===== src/rtl/sram_frame_unpacker_pkg.sv =====
// Shared types and constants for the SRAM frame unpacker: FSM states,
// header field width, CRC constants and the body word-count helper.
package frame_pkg;

    localparam int          HDR_LEN_MSB = 10;
    localparam logic [15:0] CRC16_POLY  = 16'h1021;
    localparam logic [15:0] CRC16_INIT  = 16'hFFFF;

    typedef enum logic [3:0] {
        IDLE,
        HDR_RD,
        HDR_WAIT,
        LEN_CHK,
        WAIT_BODY,
        WORD_RD,
        WORD_WAIT,
        EMIT_HI,
        EMIT_LO,
        DONE
    } state_t;

    // ceil(len/2); the extra bit keeps len=2047 from wrapping
    function automatic logic [HDR_LEN_MSB:0] words_for_len(input logic [HDR_LEN_MSB:0] len);
        logic [HDR_LEN_MSB+1:0] sum;
        sum = {1'b0, len} + 1'b1;
        return sum[HDR_LEN_MSB+1:1];
    endfunction

endpackage


===== src/rtl/sram_frame_unpacker_crc16.sv =====
// Byte-wide CRC-16/CCITT-FALSE step (MSB first, no reflection) with
// synchronous clear to the initial value and an enable per accepted byte.
module crc16_ccitt_byte
    import frame_pkg::*;
(
    input  logic        clk,
    input  logic        rst,
    input  logic        clr,
    input  logic        en,
    input  logic [7:0]  din,
    output logic [15:0] crc
);

    logic [15:0] r_crc;
    logic [15:0] w_next;
    logic [7:0]  w_shift;

    always_comb begin
        w_next  = r_crc;
        w_shift = din;
        for (int unsigned i = 0; i < 8; i++) begin
            w_next  = {w_next[14:0], 1'b0} ^ ((w_next[15] ^ w_shift[7]) ? CRC16_POLY : '0);
            w_shift = {w_shift[6:0], 1'b0};
        end
    end

    always_ff @(posedge clk) begin
        if (rst) begin
            r_crc <= '0;
        end else if (clr) begin
            r_crc <= CRC16_INIT;
        end else if (en) begin
            r_crc <= w_next;
        end
    end

    assign crc = r_crc;

endmodule


===== src/rtl/sram_frame_unpacker.sv =====
// Pops length-prefixed frames of 16-bit words from the SRAM output FIFO and
// streams the body as bytes. Optional CRC-16 under macro UNPACK_CRC16_EN.
module sram_frame_unpacker
    import frame_pkg::*;
#(
    parameter int unsigned RD_LATENCY      = 2,
    parameter int unsigned MAX_FRAME_BYTES = 64,
    parameter int unsigned CNT_W           = 11
) (
    input  logic             clk,
    input  logic             rst,
    input  logic             sram_hint,
    input  logic             sram_empty,
    input  logic [CNT_W-1:0] sram_count,
    input  logic [15:0]      sram_data,
    output logic             sram_read,
    output logic [7:0]       byte_data,
    output logic             byte_valid,
    input  logic             byte_ready,
    output logic             byte_first,
    output logic             byte_last,
    output logic [10:0]      frame_len,
    output logic             busy,
    output logic             len_err,
    output logic [15:0]      crc16,
    output logic             crc_valid
);

    localparam int unsigned LAT_W = (RD_LATENCY < 2) ? 1 : $clog2(RD_LATENCY);

    state_t                 r_state;
    logic [LAT_W-1:0]       r_wait;
    logic [HDR_LEN_MSB:0]   r_len;
    logic [10:0]            r_frame_len;
    logic [HDR_LEN_MSB:0]   r_remain;
    logic [15:0]            r_word;
    logic                   r_first;
    logic                   r_busy;
    logic                   r_len_err;

    logic                   w_pop;
    logic                   w_accept;
    logic                   w_len_bad;
    logic                   w_body_ready;
    logic                   w_rd_done;
    logic [HDR_LEN_MSB:0]   w_words;

    // sram_read is decoded from the current inputs so a pop can never be
    // issued in a cycle where the grant or non-empty condition is absent.
    assign w_pop     = ((r_state == HDR_RD) || (r_state == WORD_RD)) && sram_hint && !sram_empty;
    assign sram_read = w_pop;

    assign byte_valid = (r_state == EMIT_HI) || (r_state == EMIT_LO);
    assign byte_data  = (r_state == EMIT_HI) ? r_word[15:8] :
                        (r_state == EMIT_LO) ? r_word[7:0]  : '0;
    assign byte_first = byte_valid && r_first;
    assign byte_last  = byte_valid && (r_remain == 11'd1);
    assign w_accept   = byte_valid && byte_ready;

    assign w_len_bad    = (r_len == '0) || (32'(r_len) > MAX_FRAME_BYTES);
    assign w_words      = words_for_len(r_len);
    assign w_body_ready = 32'(sram_count) >= 32'(w_words);
    // Pop is issued in the *_RD cycle, so the wait state spans RD_LATENCY-1
    // further cycles before sram_data is valid.
    assign w_rd_done    = (32'(r_wait) >= RD_LATENCY - 1);

    assign frame_len = r_frame_len;
    assign busy      = r_busy;
    assign len_err   = r_len_err;

    always_ff @(posedge clk) begin
        if (rst) begin
            r_state     <= IDLE;
            r_wait      <= '0;
            r_len       <= '0;
            r_frame_len <= '0;
            r_remain    <= '0;
            r_word      <= '0;
            r_first     <= 1'b0;
            r_busy      <= 1'b0;
            r_len_err   <= 1'b0;
        end else begin
            r_len_err <= 1'b0;
            unique case (r_state)
                IDLE: if (!sram_empty) r_state <= HDR_RD;
                HDR_RD: if (w_pop) begin
                    r_wait  <= '0;
                    r_state <= HDR_WAIT;
                end
                HDR_WAIT: if (w_rd_done) begin
                    r_len   <= sram_data[HDR_LEN_MSB:0];
                    r_state <= LEN_CHK;
                end else begin
                    r_wait <= r_wait + 1'b1;
                end
                LEN_CHK: if (w_len_bad) begin
                    r_len_err <= 1'b1;
                    r_state   <= IDLE;
                end else begin
                    r_busy      <= 1'b1;
                    r_frame_len <= r_len;
                    r_remain    <= r_len;
                    r_first     <= 1'b1;
                    r_state     <= WAIT_BODY;
                end
                WAIT_BODY: if (w_body_ready) r_state <= WORD_RD;
                WORD_RD: if (w_pop) begin
                    r_wait  <= '0;
                    r_state <= WORD_WAIT;
                end
                WORD_WAIT: if (w_rd_done) begin
                    r_word  <= sram_data;
                    r_state <= EMIT_HI;
                end else begin
                    r_wait <= r_wait + 1'b1;
                end
                EMIT_HI, EMIT_LO: if (w_accept) begin
                    r_remain <= r_remain - 1'b1;
                    r_first  <= 1'b0;
                    if (r_remain == 11'd1) begin
                        r_busy  <= 1'b0;
                        r_state <= DONE;
                    end else begin
                        r_state <= (r_state == EMIT_HI) ? EMIT_LO : WORD_RD;
                    end
                end
                DONE:    r_state <= IDLE;
                default: r_state <= IDLE;
            endcase
        end
    end

`ifdef UNPACK_CRC16_EN
    crc16_ccitt_byte u_crc (
        .clk (clk),
        .rst (rst),
        .clr (r_state == LEN_CHK),
        .en  (w_accept),
        .din (byte_data),
        .crc (crc16)
    );
    assign crc_valid = (r_state == DONE);
`else
    assign crc16     = '0;
    assign crc_valid = 1'b0;
`endif

endmodule


===== config.mk =====
export PLATFORM = sky130hd
export DESIGN_NAME = sram_frame_unpacker
export DESIGN_NICKNAME = d
export VERILOG_FILES = /design/src/rtl/sram_frame_unpacker_pkg.sv /design/src/rtl/sram_frame_unpacker_crc16.sv /design/src/rtl/sram_frame_unpacker.sv
export SDC_FILE = /design/constraint.sdc
export NUM_CORES = 1
export LEC_CHECK = 0
export CORE_MARGIN = 2
export CORE_UTILIZATION = 50
export DETAILED_ROUTE_END_ITERATION = 16
export GPL_ROUTABILITY_DRIVEN = 0
export PLACE_DENSITY = 0.91
export SYNTH_ARGS = -nofsm -noshare
export SYNTH_HDL_FRONTEND = slang
export SYNTH_HIERARCHICAL = 1
export SYNTH_SLANG_ARGS = --single-unit

===== constraint.sdc =====
create_clock -name clk -period 3.7 [get_ports clk]
set_input_delay 0.74 -clock clk [delete_from_list [all_inputs] [get_ports clk]]
set_output_delay 0.74 -clock clk [all_outputs]
set_load 0.005 [all_outputs]

# == Word level (Yosys, flattened, before mapping) ==
# Index checks and enable logic that the tools add are counted.
# word_totals
reg_bits,57
wordCells,87
# classes
n_reduce_logical,24
n_bitwise,2
add_sub_neg,3
muxes,26
magnitude_cmp,3
eq_ne,20
# ops
cell,n
$mux 4,9
$pmux 4 s8,1
$mux 11,2
$pmux 11 s2,1
$ne 2x2->1 const B,10
$eq 4x3->1 const B,4
$mux 8,2
$add 11x1->12 const B,1
$eq 11x1->1 const B,1
$ge 11x11->1,1
$gt 11x7->1 const B,1
$logic_not 11->1,1
$sub 11x1->11 const B,1
$eq 4x2->1 const B,2
$reduce_or 2->1,4
$mux 1,7
$reduce_and 7->1,1
$pmux 1 s2,3
$reduce_and 2->1,3
$reduce_and 3->1,2
$logic_and 1x1->1,5
$eq 4x1->1 const B,1
$eq 4x4->1 const B,1
$logic_not 4->1,1
other kinds (9),13

# == Depth between registers and ports, before layout ==
# Gate-level depths: netlist of run 1.
# depth
ltp_word,6
depth_mapped,12
mapped_depth_nobuf,11

# == Worst setup path after synthesis of run 1 ==
# OpenSTA, ideal clock, no wires.
# synth_timing
path_kind,register -> register
from,reg r_len[2]
to,reg r_state[0]
arrival_ns,2.682
period_less_slack_ns,2.802
path_stages_with_launch,13
required_time_ns,3.579
path_buffers,1
setup_slack_ns,0.898
setup_time_ns,0.121
cell_sequence,dfxtp_1 > buf_2 > and3_1 > and3_1 > and2_1 > nand4_1 > xor2_1 > ha_1 > a21o_1 > a2111o_1 > a221oi_1 > a211o_1 > mux2_2
# synth_via
elab_chain_len,4
# synth_lines
item,line_no,text
"start, declared",sram_frame_unpacker.sv:33,logic [HDR_LEN_MSB:0] r_len;
"start signal, assigned",sram_frame_unpacker.sv:91,r_len <= sram_data[HDR_LEN_MSB:0];
$add 11x1->12,sram_frame_unpacker_pkg.sv:25,"sum = {1'b0, len} + 1'b1;"
$ge 11x11->1,sram_frame_unpacker.sv:62,assign w_body_ready = 32'(sram_count) >= 32'(w_words);
$ne 2x2->1 (no line),--,
$reduce_and 7->1 (no line),--,
"end signal, assigned",sram_frame_unpacker.sv:124,r_state <= (r_state == EMIT_HI) ? EMIT_LO : WORD_RD;
"end, declared",sram_frame_unpacker.sv:31,state_t r_state;
# No other way between the ends.
# A chain may end at the register's enable or synchronous reset.

# == Worst setup path after layout of run 1 ==
# layout_timing
from,reg r_state[0]
to,out byte_first
# layout_via
elab_chain_len,3
# layout_lines
item,line_no,text
$eq 4x3->1 / $eq 4x4->1 (equally long branches),sram_frame_unpacker.sv:53,assign byte_valid = (r_state == EMIT_HI) || (r_state == EMIT_LO);
$logic_or 1x1->1 *,sram_frame_unpacker.sv:53,
$logic_and 1x1->1 *,sram_frame_unpacker.sv:56,assign byte_first = byte_valid && r_first;
"end, declared",sram_frame_unpacker.sv:20,"output logic byte_first,"
# Every way passes the cells marked *; elsewhere a longest branch is shown, timed or not.

==> results.py, run 1 <==
metrics = {
    "detailed_routing": {
        "drc": 0,
        "via_count": 2887,
        "first_iter_violations": 142,
        "ant_nets": 0,
        "wirelength_um": 7620,
        "via_per_inst": 5.79,
        "firstDrtPassIters": 4,
        "routedWlPerCell_um": 15.3,
    },
    "run": {
        "drv_cap": 0,
    },
    "yosys": {
        "synth-seq-cells": 57,
        "synth_cells": 370,
        "synth_top_family_by_area": "simple AND/OR/NAND/NOR gates",
        "synthArstFlopShare_pct": 0,
        "ys.flop_type": "dfxtp_1",
        "ys_top_cells_by_count": "57 x dfxtp_1, 53 x nor2_1, 30 x mux2i_1, 27 x nand2_1, 19 x a21oi_1",
        "synthAdderAreaFrac_pct": 5.90,
        "synth_mux_area_share_pct": 10.5,
        "yosysMostFrequentCell": "dfxtp_1",
        "postSynthAreaPerCell_um2": 8.60,
        "synth_xor_area_share_pct": 2.48,
        "synth_area_leaders": "dfxtp_1 36%, mux2i_1 9.4%, nor2_1 6.3%",
        "ys_warn_count": 6,
        "synth.distinct_cells": 60,
        "synth_area_leader_cell": "dfxtp_1",
        "ys_seq_area_share_pct": 35.8,
        "synth-simple-area-share_pct": 22.6,
        "synth_compound_area_share_pct": 14.3,
        "synth_edf_count": 0,
        "synth_top_area_share_pct": 35.8,
        "synth_area_mm2": 0.00318,
    },
    "critical_path": {
        "cp_num_buf_inv": 3,
        "required_ps": 2960,
        "crit_slowest_cell": "dfxtp_1",
        "crit_family": "buffers and inverters",
        "slowest_delay_ps": 590,
        "critical_path_arrival_ps": 2440,
        "end_kind": "output pin",
        "path_cells": "and4b_1 -> buf_4 -> nor2_1 -> inv_1 -> and2_1 -> clkdlybuf4s50_1",
        "path_class": "reg -> out",
        "crit_path_start_kind": "register",
        "path_max_fanout": 14,
    },
    "floorplanning": {
        "coreArea_mm2": 0.00624,
        "start_util_pct": 51.0,
        "io_pins": 74,
        "die_w_um": 83.8,
        "rows": 29,
        "dieArea_mm2": 0.00702,
        "die_h_um": 83.8,
    },
    "final_layout": {
        "drive_gt1_share_pct": 7.58,
        "syn_to_final_growth_pct": 22.6,
        "final_nets": 466,
        "fin_area_mm2": 0.00390,
        "antennaDiodeCount": 0,
    },
    "timing": {
        "maxSlewHeadroom_pct": 22.8,
        "rsz0062_at_grt": "no",
        "fmax_ghz": 0.314,
        "clock_skew_ps": 3.99,
        "finalMaxSlewViolations": 0,
        "finalSetupViolations": 0,
        "fin_crit_sh_pct": 86.1,
        "final.setup.tns_ps": 0,
        "hold_violations": 0,
        "fin_crit_ps": 3180,
        "worstMarginPinSlew_ps": 1150,
        "hold_ws_ps": 453,
    },
    "min_path": {
        "hp-class": "reg -> reg",
    },
    "clock_tree": {
        "postCtsHoldBufs": 0,
        "tritoncts": "yes",
        "post_cts_buffers": 0,
        "clkSlewWorstSetupHoldPaths_ps": 60,
        "cts.sinks": 57,
        "clk_latency_ps": 340,
        "cts-resized-gates": 0,
        "cts-root-buf": "clkbuf_8",
        "ctsHtreeMaxLevel": 3,
        "clockBufferDepth": 2,
        "numCtsBuffers": 9,
    },
    "place": {
        "placed_cell_area_mm2": 0.00372,
        "io_buffers": 56,
        "dpl.hpwl_um": 5440,
    },
    "grt": {
        "grt_overflow_total": 0,
        "antenna_found_initial": 0,
        "grt_usage_pct": 22.2,
        "first_global_vias": 2684,
        "grt_util_met2_pct": 38.7,
        "grtUsageMet3_pct": 5.14,
        "grt_max_degree": 38,
        "top_usage_layer": "met2",
        "grt_pass1_wl_um": 12500,
        "use_met1_pct": 25.1,
    },
    "power_and_ir_drop": {
        "seqPwrFrac_pct": 48.4,
        "intPower_mw": 1.00,
        "p_sw_uw": 305,
        "p_clk_share_pct": 42.8,
        "combPwrFrac_pct": 8.7,
        "switching_share_pct": 23.3,
        "peakVddDrop_mv": 0.302,
        "p_total_mw": 1.31,
        "power_density_mw_per_mm2": 335,
        "leakagePower_nw": 1.55,
    },
    "run_status": {
        "status": "finished clean",
    },
}
==> flip-flops by register name, summed over array words and instances, names as in the netlist <==
signal     cells
r_wait         1
r_first        1
r_remain      11
r_word        16
r_state        4
len_err        1
busy           1
r_len         11
frame_len     11
==> layout by cell type (no fill, tap or decap), types with 2 or more instances in the layout <==
cell type and n:
a211o_1 2, nand3_1 11, and4b_1 2, a22o_1 9
nor3_1 4, and3_1 5, xnor2_1 4, a21o_1 3
nor2b_1 4, a21oi_1 19, mux2_2 3, nand2_1 27
dfxtp_1 57, o2bb2ai_1 3, nor4_1 6, nand4_1 3
nor3b_1 2, ha_1 15, conb_1 17, clkbuf_8 10
and2_1 4, xor2_1 5, clkdlybuf4s50_1 55, o311ai_0 2
or4_4 2, nor4b_2 2, buf_4 6, o21ai_0 3
nand2b_1 6, nor2_1 53, a31oi_1 4, nand3b_1 2
inv_1 9, mux2i_1 30, or4_1 2, a221oi_1 3
==> power by group through the flow <==
stage / sequential [mW] / clock [mW] / combinational (mW)
2_1_floorplan: 0.637 / 0 / 0.0821
3_3_place_gp: 0.645 / 0 / 0.108
3_5_place_dp: 0.646 / 0 / 0.112
4_1_cts: 0.634 / 0.572 / 0.113
5_1_grt: 0.634 / 0.592 / 0.123
6_report: 0.634 / 0.560 / 0.114
==> final cells by class <==
cell class              count  area, um2
clock buffers              11        141
multi-input cells         280       1850
flip-flops and latches     57       1140
well taps                  77       96.3
clock inverters             3       42.5
fillers                   525       2340
repair buffers             62        601
inverters                   9       33.8
==> worst reg2reg max path: cells and delay by family (launching register included) <==
family,cells,cell delay [ps]
XOR/XNOR,1,170
adder cells (fa/ha/maj),1,190
AO/OA/AOI/OAI,4,1090
multiplexers,1,340
flip-flops,1,480
AND/OR/NAND/NOR,4,730
==> routing by layer <==
layer  wire (um)  vias up
met5           0        -
met4         200        0
met3         457       24
met2        3900      115
met1        3060     1368
li1            -     1380
==> cell families after synthesis <==
kind of cell | after synthesis
other | 1
flip-flops | 57
adder cells (fa/ha/maj) | 15
AND/OR/NAND/NOR | 142
buffers and inverters | 49
multiplexers | 33
XOR/XNOR | 9
AO/OA/AOI/OAI | 64
==> final timing paths <==
check	from	to	slack, ps	cells after the start
min	frame_len[2]$_SDFFE_PP0P_	frame_len[2]$_SDFFE_PP0P_	450	2
max	r_state[0]$_SDFFE_PP0P_	byte_first	520	6
max reg2reg	r_len[2]$_SDFFE_PP0P_	r_state[0]$_SDFFE_PP0P_	600	11
min reg2reg	frame_len[2]$_SDFFE_PP0P_	frame_len[2]$_SDFFE_PP0P_	450	2
==> metrics by stage <==
stage | utilization (%) | worst slack, ps | instances
global route | 62.5 | 373 | 499
floorplan | - | 898 | 386
global placement | 59.6 | 593 | 485
CTS | 62.5 | 500 | 499
finish | 62.5 | 516 | 499
detailed placement | 59.6 | 550 | 485
Note: power is estimated with default switching activity, not from simulation.
==> run 2, diff against run 1 <==
- CORE_UTILIZATION: 50 -> 52
- CTS_BUF_LIST: default -> sky130_fd_sc_hd__clkbuf_8
- PLACE_DENSITY: 0.91 -> 0.84
==> run 2 against run 1 <==
  * Core utilization up 3.5 points
  * Combinational power barely moved
  * Routed wire length shrank 6.7%
  * Fmax increased by 1.0%
  * Via count down 4.5%
  * Cell area increased by 0.16%
  * Sequential share of layout area about the same
  * Non-clock buffer count did not move
  * Count of clock-buffer cells in the layout up 2
  * Power decreased by 1.1%
  * Critical endpoint is now sram_read
==> results.py, run 2 (synthesis results as in run 1) <==
metrics = {
    "run_status": {
        "status": "finished clean",
    },
    "timing": {
        "clock_skew_ps": 4.68,
        "fin_crit_sh_pct": 85.2,
        "hold_ws_ps": 449,
        "worstMarginPinSlew_ps": 1230,
        "final.setup.tns_ps": 0,
        "hold_violations": 0,
        "maxSlewHeadroom_pct": 17.6,
        "finalSetupViolations": 0,
        "rsz0062_at_grt": "no",
        "fmax_ghz": 0.317,
        "layout_setup_ws_ps": 549,
        "finalMaxSlewViolations": 0,
        "fin_crit_ps": 3150,
    },
    "floorplanning": {
        "die_w_um": 82.2,
        "start_util_pct": 53.8,
        "coreArea_mm2": 0.00592,
        "io_pins": 74,
        "rows": 28,
        "die_h_um": 82.2,
        "dieArea_mm2": 0.00676,
    },
    "clock_tree": {
        "post_cts_buffers": 0,
        "cts-root-buf": "clkbuf_8",
        "cts-resized-gates": 0,
        "clkSlewWorstSetupHoldPaths_ps": 60,
        "numCtsBuffers": 9,
        "clk_latency_ps": 340,
        "cts.sinks": 57,
        "clockBufferDepth": 2,
        "postCtsHoldBufs": 0,
        "tritoncts": "yes",
        "ctsHtreeMaxLevel": 3,
    },
    "final_layout": {
        "final_nets": 466,
        "nFillCells": 522,
        "mostFrequentLayoutCells": "57 x dfxtp_1, 55 x clkdlybuf4s50_1, 53 x nor2_1",
        "final-seq-area_mm2": 0.00114,
        "largest_register_ffs": 16,
        "syn_to_final_growth_pct": 22.8,
        "largest_register": "r_word",
        "drive_gt1_share_pct": 8.02,
        "utilization_pct": 66.0,
        "multiInputGateArea_mm2": 0.00185,
        "final_common_cell": "dfxtp_1",
        "antennaDiodeCount": 0,
    },
    "grt": {
        "first_global_vias": 2552,
        "top_usage_layer": "met2",
        "grtUsageMet3_pct": 8.48,
        "grt_overflow_total": 0,
        "grt_max_degree": 31,
        "grt_util_met2_pct": 38.6,
        "antenna_found_initial": 0,
        "use_met1_pct": 26.9,
        "grt_usage_pct": 22.7,
        "grt_pass1_wl_um": 11800,
    },
    "place": {
        "pre_cts_ws_ps": 550,
        "io_buffers": 56,
        "dpl.hpwl_um": 5080,
    },
    "critical_path": {
        "required_ps": 2960,
        "path_class": "in -> out",
        "crit_path_start_kind": "primary input",
        "ff2ff_path_depth": 11,
        "path_max_fanout": 3,
        "critical_path_arrival_ps": 2410,
        "end_kind": "output pin",
        "r2r_slack_ps": 640,
    },
    "detailed_routing": {
        "via_per_inst": 5.52,
        "ant_nets": 0,
        "first_iter_violations": 116,
        "firstDrtPassIters": 4,
        "routedWlPerCell_um": 14.2,
        "via_count": 2756,
        "drc": 0,
        "wirelength_um": 7110,
    },
    "min_path": {
        "whs_path_depth": 2,
        "hp-class": "reg -> reg",
    },
    "power_and_ir_drop": {
        "leakagePower_nw": 1.56,
        "power_density_mw_per_mm2": 331,
        "peakVddDrop_mv": 0.347,
    },
    "run": {
        "drv_cap": 0,
    },
}
-- run 2: routing by layer --
| layer | routed length, um | vias to the layer above |
|---|---|---|
| li1 | - | 1381 |
| met1 | 3170 | 1301 |
| met2 | 3440 | 67 |
| met3 | 447 | 7 |
| met4 | 58 | 0 |
| met5 | 0 | - |
-- run 2: final timing paths --
check / startpoint / end
setup reg to reg: r_len[2]$_SDFFE_PP0P_ / r_state[0]$_SDFFE_PP0P_
hold reg to reg: frame_len[6]$_SDFFE_PP0P_ / frame_len[6]$_SDFFE_PP0P_
hold / removal: frame_len[6]$_SDFFE_PP0P_ / frame_len[6]$_SDFFE_PP0P_
setup / recovery: sram_empty / sram_read
-- run 2: power breakdown --
part           internal, mW  switching [mW]
Sequential            0.619          0.0141
Clock                 0.311           0.237
Combinational        0.0632          0.0492
-- run 2: final cells by class --
class / count / share of cell area, %
repair buffers: 62 / 15.4
inverters: 9 / 0.864
well taps: 75 / 2.40
clock inverters: 3 / 0.352
flip-flops and latches: 57 / 29.2
clock buffers: 13 / 4.58
multi-input cells: 280 / 47.2
-- run 2: worst max-delay path, cell delays in order --
cell and delay (ps):
clkdlybuf4s50_1 430, nand2b_1 190, or3b_2 460, nor2_1 90, clkdlybuf4s50_1 500
-- run 2: per-stage QoR --
step                power (mW)  cells  area [um2]
floorplan                0.719    386        3240
global placement         0.755    483        3720
detailed placement       0.758    483        3720
CTS                       1.30    499        3910
global route              1.35    499        3910
finish                    1.29    499        3910
==> run 3, diff against run 2 <==
- ABC_AREA: default -> 1
- PLACE_DENSITY: 0.84 -> 0.83
- SLEW_MARGIN: default -> 20
==> run 3 against run 2 <==
  * Non-clock buffer count fell by 3
  * Global-route usage rose by 0.19 points
  * Via count rose by 18%
  * Largest cell class unchanged
  * Setup slack improved by 150 ps
  * Largest power group is now combinational cells
  * Critical endpoint is now byte_first
==> results.py, run 3 <==
metrics = {
    "yosys": {
        "synth_cells": 482,
        "synth_area_mm2": 0.00332,
        "ys_top_cells_by_count": "86 x nand2_1, 79 x nor2_1, 57 x dfxtp_1, 51 x o21ai_0, 46 x inv_1",
        "synth_top_area_share_pct": 34.4,
        "ys_warn_count": 6,
        "synth.distinct_cells": 35,
        "synthArstFlopShare_pct": 0,
        "ys.flop_type": "dfxtp_1",
        "synth-seq-cells": 57,
        "yosysMostFrequentCell": "nand2_1",
        "postSynthAreaPerCell_um2": 6.88,
        "synth_edf_count": 0,
        "synth_area_leaders": "dfxtp_1 34%, nand2_1 9.7%, nor2_1 8.9%",
        "synth_area_leader_cell": "dfxtp_1",
        "ys_seq_area_share_pct": 34.4,
    },
    "detailed_routing": {
        "firstDrtPassIters": 5,
        "via_per_inst": 5.28,
        "routedWlPerCell_um": 12.8,
        "ant_nets": 0,
        "first_iter_violations": 149,
        "via_count": 3252,
        "wirelength_um": 7890,
        "drc": 0,
    },
    "critical_path": {
        "crit_path_start_kind": "register",
        "cp_num_buf_inv": 2,
        "path_max_fanout": 21,
        "required_ps": 2960,
        "crit_family": "simple AND/OR/NAND/NOR gates",
        "ff2ff_path_depth": 16,
        "end_kind": "output pin",
        "slowest_delay_ps": 510,
        "cp_common_cell": "nor2_1",
        "path_cells": "nor2_1 -> nand3_2 -> nand2_4 -> inv_4 -> nor2_1 -> clkdlybuf4s50_1",
        "r2r_start": "r_len[1]$_SDFFE_PP0P_",
        "crit_slowest_cell": "clkdlybuf4s50_1",
        "path_class": "reg -> out",
        "critical_path_arrival_ps": 2260,
        "path_depth": 6,
        "critPathLaunch": "r_state[0]$_SDFFE_PP0P_",
    },
    "final_layout": {
        "final_nets": 581,
        "antennaDiodeCount": 0,
        "drive_gt1_share_pct": 6.68,
        "multiInputGateArea_mm2": 0.00181,
        "largest_register": "r_word",
        "final_common_cell": "nand2_1",
        "syn_to_final_growth_pct": 22.2,
        "largest_register_ffs": 16,
        "mostFrequentLayoutCells": "86 x nand2_1, 79 x nor2_1, 57 x dfxtp_1",
        "nFillCells": 561,
        "final-seq-area_mm2": 0.00114,
    },
    "timing": {
        "fmax_ghz": 0.333,
        "rsz0062_at_grt": "no",
        "hold_ws_ps": 439,
        "fin_crit_sh_pct": 81.0,
        "finalSetupViolations": 0,
        "maxSlewHeadroom_pct": 37.0,
        "finalMaxSlewViolations": 0,
        "layout_setup_ws_ps": 701,
        "hold_violations": 0,
        "final.setup.tns_ps": 0,
        "clock_skew_ps": 9.41,
        "fin_crit_ps": 3000,
        "worstMarginPinSlew_ps": 943,
    },
    "place": {
        "io_buffers": 56,
        "pre_cts_ws_ps": 881,
        "dpl.hpwl_um": 5780,
    },
    "floorplanning": {
        "io_pins": 74,
        "die_h_um": 83.9,
        "rows": 29,
        "dieArea_mm2": 0.00703,
        "die_w_um": 83.9,
        "coreArea_mm2": 0.00624,
        "start_util_pct": 53.1,
    },
    "clock_tree": {
        "clkSlewWorstSetupHoldPaths_ps": 70,
        "ctsHtreeMaxLevel": 3,
        "cts-resized-gates": 0,
        "post_cts_buffers": 0,
        "postCtsHoldBufs": 0,
        "clk_latency_ps": 330,
        "tritoncts": "yes",
        "cts-root-buf": "clkbuf_8",
        "clockBufferDepth": 2,
        "numCtsBuffers": 9,
        "cts.sinks": 57,
    },
    "grt": {
        "first_global_vias": 3017,
        "grt_util_met2_pct": 40.7,
        "use_met1_pct": 26.3,
        "grt_usage_pct": 22.8,
        "antenna_found_initial": 0,
        "top_usage_layer": "met2",
        "grt_pass1_wl_um": 13200,
        "grt_max_degree": 38,
        "grt_overflow_total": 0,
        "grtUsageMet3_pct": 4.35,
    },
    "power_and_ir_drop": {
        "leakagePower_nw": 1.70,
        "combPwrFrac_pct": 36.6,
        "p_sw_uw": 832,
        "peakVddDrop_mv": 0.349,
        "p_clk_share_pct": 29.8,
        "switching_share_pct": 37.5,
        "seqPwrFrac_pct": 33.6,
        "intPower_mw": 1.39,
        "power_density_mw_per_mm2": 548,
    },
    "run": {
        "drv_cap": 0,
    },
    "min_path": {
        "hp-class": "reg -> reg",
        "whs_path_depth": 2,
        "worstHoldStart": "frame_len[8]$_SDFFE_PP0P_",
    },
    "run_status": {
        "status": "finished clean",
    },
}
-- run 3: kinds of logic after synthesis --
logic type / Yosys count / synth area share (%)
compound gates: 94 / 15.2
xor+xnor: 12 / 3.17
fa+ha+maj: 15 / 5.66
buf+inv: 85 / 13.0
flops: 57 / 34.4
other cells: 1 / 0.113
simple gates: 218 / 28.4
-- run 3: stage by stage --
step	utilization [%]	power (mW)	std cells	area, um2
CTS	65.0	2.22	616	4050
finish	65.0	2.22	616	4050
global route	65.0	2.38	616	4050
detailed placement	61.3	1.56	600	3820
floorplan	-	1.40	498	3380
global placement	61.3	1.53	600	3820
-- run 3: power by group through the flow --
| stage | combinational (mW) | clock (mW) | sequential (mW) |
|---|---|---|---|
| after global routing | 0.929 | 0.691 | 0.756 |
| final | 0.812 | 0.663 | 0.746 |
| after detailed placement | 0.800 | 0 | 0.758 |
| after floorplan | 0.664 | 0 | 0.737 |
| after CTS | 0.809 | 0.669 | 0.745 |
| after global placement | 0.778 | 0 | 0.754 |
-- run 3: final timing paths --
check | endpoint | slack (ps)
setup / recovery | byte_first | 700
hold / removal | frame_len[8]$_SDFFE_PP0P_ | 440
setup reg to reg | r_state[1]$_SDFFE_PP0P_ | 890
hold reg to reg | frame_len[8]$_SDFFE_PP0P_ | 440
-- run 3: worst register-to-register path, cell delays in order, from the launching register on --
cell and delay [ps]:
dfxtp_1 400, ha_1 210, nand3_1 120, nor2_1 190, nand3_1 140, nor3_1 200
xor2_1 160, inv_1 60, ha_1 260, nand2_1 100, inv_1 50, nand2_1 60
nand2_1 50, a21oi_1 110, nand4_1 310, a21oi_1 240, nor2_1 60
-- run 3: metal layers --
metal,vias to the layer above,wire [um]
met1,1504,3320
met2,110,3980
li1,1622,-
met4,0,177
met5,-,0
met3,16,420
-- run 3: cell type report --
cell class	count	area share [%]
tap	77	2.38
clock inverter	5	1.91
inverter	51	4.91
multi-input combinational	356	44.5
clock buffer	11	3.73
timing repair buffer	59	14.4
sequential	57	28.1
